==> config.mk <==
export PLATFORM = sky130hd
export DESIGN_NAME = serial_subtractor_flat
export DESIGN_NICKNAME = d
export VERILOG_FILES = /design/src/rtl/serial_subtractor_if.sv /design/src/rtl/serial_subtractor.sv /design/src/flat_wrapper.sv
export SDC_FILE = /design/constraint.sdc
export NUM_CORES = 1
export LEC_CHECK = 0
export ABC_AREA = 1
export CAP_MARGIN = 10
export CORE_UTILIZATION = 51
export DETAILED_ROUTE_END_ITERATION = 8
export MAX_ROUTING_LAYER = met4
export PLACE_DENSITY = 0.78
export RECOVER_POWER = 50
export SYNTH_ARGS = -nofsm -noshare
export SYNTH_HDL_FRONTEND = slang
export SYNTH_SLANG_ARGS = --single-unit
==> constraint.sdc <==
create_clock -name clk -period 1.8 [get_ports clk]
set_input_delay 0.36 -clock clk [delete_from_list [all_inputs] [get_ports clk]]
set_output_delay 0.36 -clock clk [all_outputs]
set_load 0.01 [all_outputs]
==> src/rtl/serial_subtractor_if.sv <==
// Handshake and operand/result bundle for serial_subtractor.
// The master drives operands and start; the slave returns status and results.
interface serial_subtractor_if #(
  parameter int WIDTH = 8
);
  logic             start;
  logic [WIDTH-1:0] a;
  logic [WIDTH-1:0] b;
  logic             bin;
  logic             busy;
  logic             done;
  logic [WIDTH-1:0] diff;
  logic             bout;
  logic             ovf;
  logic             zero;

  modport master (
    output start, a, b, bin,
    input  busy, done, diff, bout, ovf, zero
  );

  modport slave (
    input  start, a, b, bin,
    output busy, done, diff, bout, ovf, zero
  );
endinterface

==> src/rtl/serial_subtractor.sv <==
// Digit-serial subtractor: computes a - b - bin, DIGIT bits per clock, LSB first,
// with the borrow held in a register between digits.
module serial_subtractor #(
  parameter int WIDTH = 8,
  parameter int DIGIT = 1
) (
  input logic              clk,
  input logic              rst_n,
  serial_subtractor_if.slave bus
);
  localparam int N  = WIDTH / DIGIT;
  localparam int CW = (N > 1) ? $clog2(N) : 1;

  if (WIDTH < 2 || DIGIT < 1 || (WIDTH % DIGIT) != 0) begin : g_param_chk
    $error("serial_subtractor: DIGIT must divide WIDTH and WIDTH must be >= 2");
  end

  typedef enum logic [1:0] {IDLE, RUN, FIN} state_t;

  state_t             state, state_nxt;
  logic [WIDTH-1:0]   a_sr, b_sr, res_sr;
  logic               brw;
  logic [CW-1:0]      cnt;
  logic [WIDTH-1:0]   diff_q;
  logic               bout_q, ovf_q, zero_q;

  logic               last, accept;
  logic [DIGIT-1:0]   d;
  logic               c, bin_msb, bout_d;
  logic [WIDTH+DIGIT-1:0] res_cat;
  logic [WIDTH-1:0]   res_nxt;

  assign last   = (cnt == CW'(N - 1));
  assign accept = bus.start && (state != RUN);

  always_ff @(posedge clk or negedge rst_n) begin
    if (!rst_n) state <= IDLE;
    else        state <= state_nxt;
  end

  always_comb begin
    state_nxt = state;
    case (state)
      IDLE:    if (bus.start) state_nxt = RUN;
      RUN:     if (last)      state_nxt = FIN;
      FIN:     state_nxt = bus.start ? RUN : IDLE;
      default: state_nxt = IDLE;
    endcase
  end

  // Ripple full-subtractor across one digit; bin_msb ends as the borrow into
  // the digit's top bit, which on the last digit is the borrow into bit WIDTH-1.
  always_comb begin
    d       = '0;
    c       = brw;
    bin_msb = brw;
    for (int i = 0; i < DIGIT; i++) begin
      bin_msb = c;
      d[i]    = a_sr[i] ^ b_sr[i] ^ c;
      c       = (~a_sr[i] & b_sr[i]) | (~(a_sr[i] ^ b_sr[i]) & c);
    end
    bout_d = c;
  end

  assign res_cat = {d, res_sr};
  assign res_nxt = res_cat[WIDTH+DIGIT-1:DIGIT];

  always_ff @(posedge clk or negedge rst_n) begin
    if (!rst_n) begin
      a_sr   <= '0;
      b_sr   <= '0;
      res_sr <= '0;
      brw    <= 1'b0;
      cnt    <= '0;
      diff_q <= '0;
      bout_q <= 1'b0;
      ovf_q  <= 1'b0;
      zero_q <= 1'b0;
    end else if (accept) begin
      a_sr   <= bus.a;
      b_sr   <= bus.b;
      brw    <= bus.bin;
      res_sr <= '0;
      cnt    <= '0;
    end else if (state == RUN) begin
      a_sr   <= a_sr >> DIGIT;
      b_sr   <= b_sr >> DIGIT;
      brw    <= bout_d;
      res_sr <= res_nxt;
      cnt    <= cnt + 1'b1;
      if (last) begin
        diff_q <= res_nxt;
        bout_q <= bout_d;
        ovf_q  <= bin_msb ^ bout_d;
        zero_q <= ~|res_nxt;
      end
    end
  end

  assign bus.busy = (state == RUN);
  assign bus.done = (state == FIN);
  assign bus.diff = diff_q;
  assign bus.bout = bout_q;
  assign bus.ovf  = ovf_q;
  assign bus.zero = zero_q;
endmodule

==> src/flat_wrapper.sv <==
// flat-port wrapper written by rule: the top's interface ports become plain ports
module serial_subtractor_flat 
#(
  parameter int WIDTH = 8,
  parameter int DIGIT = 1
)
  (clk, rst_n, bus_start, bus_a, bus_b, bus_bin, bus_busy, bus_done, bus_diff, bus_bout, bus_ovf, bus_zero);
  serial_subtractor_if #(.WIDTH(WIDTH)) bus_i ();
  input logic clk;
  input logic rst_n;
  input wire logic [$bits(bus_i.start)-1:0] bus_start;
  input wire logic [$bits(bus_i.a)-1:0] bus_a;
  input wire logic [$bits(bus_i.b)-1:0] bus_b;
  input wire logic [$bits(bus_i.bin)-1:0] bus_bin;
  output wire logic [$bits(bus_i.busy)-1:0] bus_busy;
  output wire logic [$bits(bus_i.done)-1:0] bus_done;
  output wire logic [$bits(bus_i.diff)-1:0] bus_diff;
  output wire logic [$bits(bus_i.bout)-1:0] bus_bout;
  output wire logic [$bits(bus_i.ovf)-1:0] bus_ovf;
  output wire logic [$bits(bus_i.zero)-1:0] bus_zero;
  assign bus_i.start = bus_start;
  assign bus_i.a = bus_a;
  assign bus_i.b = bus_b;
  assign bus_i.bin = bus_bin;
  assign bus_busy = bus_i.busy;
  assign bus_done = bus_i.done;
  assign bus_diff = bus_i.diff;
  assign bus_bout = bus_i.bout;
  assign bus_ovf = bus_i.ovf;
  assign bus_zero = bus_i.zero;
  serial_subtractor #(.WIDTH(WIDTH), .DIGIT(DIGIT)) u_core (.clk(clk), .rst_n(rst_n), .bus(bus_i));
endmodule
==> impl_metrics.ini <==
[cts]
cts.sinks = 40
worstSkewPairLatency_ps = 350
cts_buffer_depth = 2
path_clk_slew_ps = 120
numCtsBuffers = 5
cts_root_buf = clkbuf_4
cts-htree-levels = 2
post-cts-setup-buffer-count = 0
cts_tree = done

[placement]
dp_hpwl_microns = 2570
preCtsSetupSlack_ps = 308
portBuffers = 32
gp_congestion = 0.744

[critical_path]
critPathLaunchType = flip-flop
critPathArrivalTime_ps = 1280
critical_path_buf_inv_count = 1
crit_fanout = 2
cp_data_required_time_ps = 1440
worst_setup_path_start = u_core.bus.diff[4]$_DFFE_PN0P_
cpPeakStageDelay_ps = 540
endpoint_kind = output pin
sequence_of_cells_on_the_critical_path = clkdlybuf4s50_1
cpLargestDelayFamily = buffers and inverters
critPathKind = reg -> out
rr_startpoint = u_core.bin_msb$_DFFE_PN0P_
cp_slowest_cell = clkdlybuf4s50_1

[floorplanning]
die_w_microns = 60.1
core_sq_um = 3130
dieHeight_microns = 60.1
floorplan.die_area_sq_um = 3610
rows = 20
io-pin-count = 33
initial_core_util_pct = 55.0

[global_route]
first_pass_grt_wire_length_microns = 5860
antenna_found_initial = 0
grt.overflow.total = 0
pin_count_of_the_biggest_net_entering_global_routing = 23
globalRouteTotalUtil_pct = 23.5
grt_pass1_vias = 1394

[timing]
worst-slew-pin-transition_ps = 919
fin_tns_setup_ps = 0
final.hold.worst_slack_ps = 488
slew_viol_final = 0
grt_setup_unrepaired = no
fmax_mhz = 608
fin_crit_ps = 1640
fin_skew_ps = 12.1
slew_headroom_pct = 38.7
finalWorstSetupSlack_ps = 156
final.period_utilization_pct = 91.3
timing_hold_violations_final = 0
finalSetupViolations = 0

[cells_and_area]
fill_cells = 279
finish.net_count = 245
fraction_of_layout_instances_using_a_drive_strength_above_1_pct = 8.97
seqCellArea_sq_um = 1000
area.growth.synth_to_final_pct = 23.5
antenna-diode-count = 0
multiInputGateArea_sq_um = 581

[power]
total_leakage_power_nw = 1.03
powerDensity_nw_per_um2 = 1650
worst_ir_drop_vdd_mv = 0.777

[min_path]
worst_hold_path_class = reg -> reg
timing.hold.worst.start = u_core.cnt[0]$_DFFE_PN0P_

[detailed_routing]
post_drt_wl_per_cell_microns = 12.8
via_per_inst = 5.16
drtIter0Drc = 85
drt-total-wl_microns = 3420
num_vias = 1377
drc = 0
firstDrtPassIters = 4
final_antenna_net_count = 0

[status]
status = complete, no violations

[logic_synthesis]
syn_nets = 208
synth_seq_area_share_pct = 58.1
synth.cell_area_sq_um = 1720
synth.distinct_cells = 22
post_synth_inst_count = 185
yosys_warnings = 0
synth.ff_latch_count = 40
synth.avg_cell_area_sq_um = 9.31

[flow_run]
timing.max_cap.violations = 0
[metrics by stage]
step / instances / power [mW] / utilization (%) / area, sq um
2_1_floorplan: 185 / 2.47 / - / 1720
3_3_place_gp: 258 / 2.89 / 65.7 / 2060
3_5_place_dp: 258 / 2.97 / 65.7 / 2060
4_1_cts: 267 / 3.54 / 68.4 / 2140
5_1_grt: 267 / 3.79 / 68.0 / 2130
6_report: 267 / 3.50 / 68.0 / 2130
[logic make-up after synthesis]
| group | share of synthesized area, % |
|---|---|
| xor gates and xnor gates | 0.509 |
| and+or+nand+nor | 24.9 |
| buffers and inverters | 7.70 |
| DFF | 58.1 |
| adders and majority gates | 2.62 |
| AOI/OAI and AO/OA | 6.10 |
[worst paths after layout]
| check | cells past startpoint | to | slack [ps] |
|---|---|---|---|
| worst max-delay path | 1 | bus_diff[4] | 160 |
| worst min-delay path | 1 | u_core.cnt[0]$_DFFE_PN0P_ | 490 |
| worst max register to register | 7 | u_core.bus.zero$_DFFE_PN0P_ | 300 |
| worst min register to register | 1 | u_core.cnt[0]$_DFFE_PN0P_ | 490 |
| max in group asynchronous | 3 | u_core.a_sr[6]$_DFFE_PN0P_ | 330 |
| min in group asynchronous | 2 | u_core.bus.diff[6]$_DFFE_PN0P_ | 650 |
[metal layers]
layer	wire length [microns]	track usage, %	up-vias
met4	77	11.0	0
met2	1810	39.9	47
met3	155	6.28	10
met5	0	-	-
met1	1380	25.2	646
li1	-	-	674
[cell type report]
type | count | area share [%]
sequential | 40 | 47.1
inverter | 15 | 2.77
tap | 44 | 2.59
clock inverter | 2 | 1.65
multi-input combinational | 122 | 27.3
timing repair buffer | 38 | 16.7
clock buffer | 6 | 1.94
[state kept, by name, summed over array words and instances, names as in the netlist]
| register | cells |
|---|---|
| u_core.bus.ovf | 1 |
| u_core.a_sr | 8 |
| u_core.bus.bout | 1 |
| u_core.res_sr | 7 |
| u_core.b_sr | 8 |
| u_core.bus.zero | 1 |
| u_core.cnt | 3 |
| u_core.bin_msb | 1 |
| u_core.state | 2 |
| u_core.bus.diff | 8 |
[layout by cell type (no fill, tap or decap)]
master / instances
a21oi_1: 1
buf_4: 3
bufinv_16: 1
clkbuf_1: 2
clkbuf_2: 2
clkbuf_4: 5
clkdlybuf4s50_1: 29
clkinv_2: 1
dfrtp_1: 40
dlygate4sd2_1: 2
dlygate4sd3_1: 1
fa_1: 1
ha_1: 2
inv_1: 12
inv_2: 2
inv_4: 1
nand2_1: 57
nand2_2: 2
nand3_1: 30
nor2_1: 7
nor2_2: 2
o21ai_0: 1
o21ai_1: 9
o22ai_1: 8
or2_2: 1
xor2_1: 1
[power by group]
| group | internal, mW | switching (mW) | leakage (nW) | total [mW] |
|---|---|---|---|---|
| combinational | 0.638 | 0.787 | 0.476 | 1.43 |
| clock | 0.291 | 0.278 | 0.0422 | 0.569 |
| sequential | 1.28 | 0.227 | 0.512 | 1.50 |
[cell usage after synthesis]
cell type	instances	area, sq um
o21ai_0	1	5.00
nand2_2	2	12.5
o21ai_1	9	45.0
nor2_2	2	12.5
a21oi_1	1	5.00
buf_8	1	15.0
clkbuf_1	1	3.75
nor2_1	7	26.3
xor2_1	1	8.76
dfrtp_1	40	1000
inv_2	2	7.51
nand2_4	1	11.3
nand2_1	56	210
buf_6	4	45.0
or2_2	1	6.26
buf_2	2	10.0
ha_1	2	25.0
fa_1	1	20.0
o22ai_1	8	50.1
inv_4	1	6.26
inv_1	12	45.0
nand3_1	30	150
[timing repair]
item                                    in CTS  in global routing
hold buffers                                 1                  0
resized for setup                            2                  0
endpoints found under the setup margin       2                  0
hold endpoints to repair                    17                  0
Note: power is estimated with default switching activity, not from simulation.
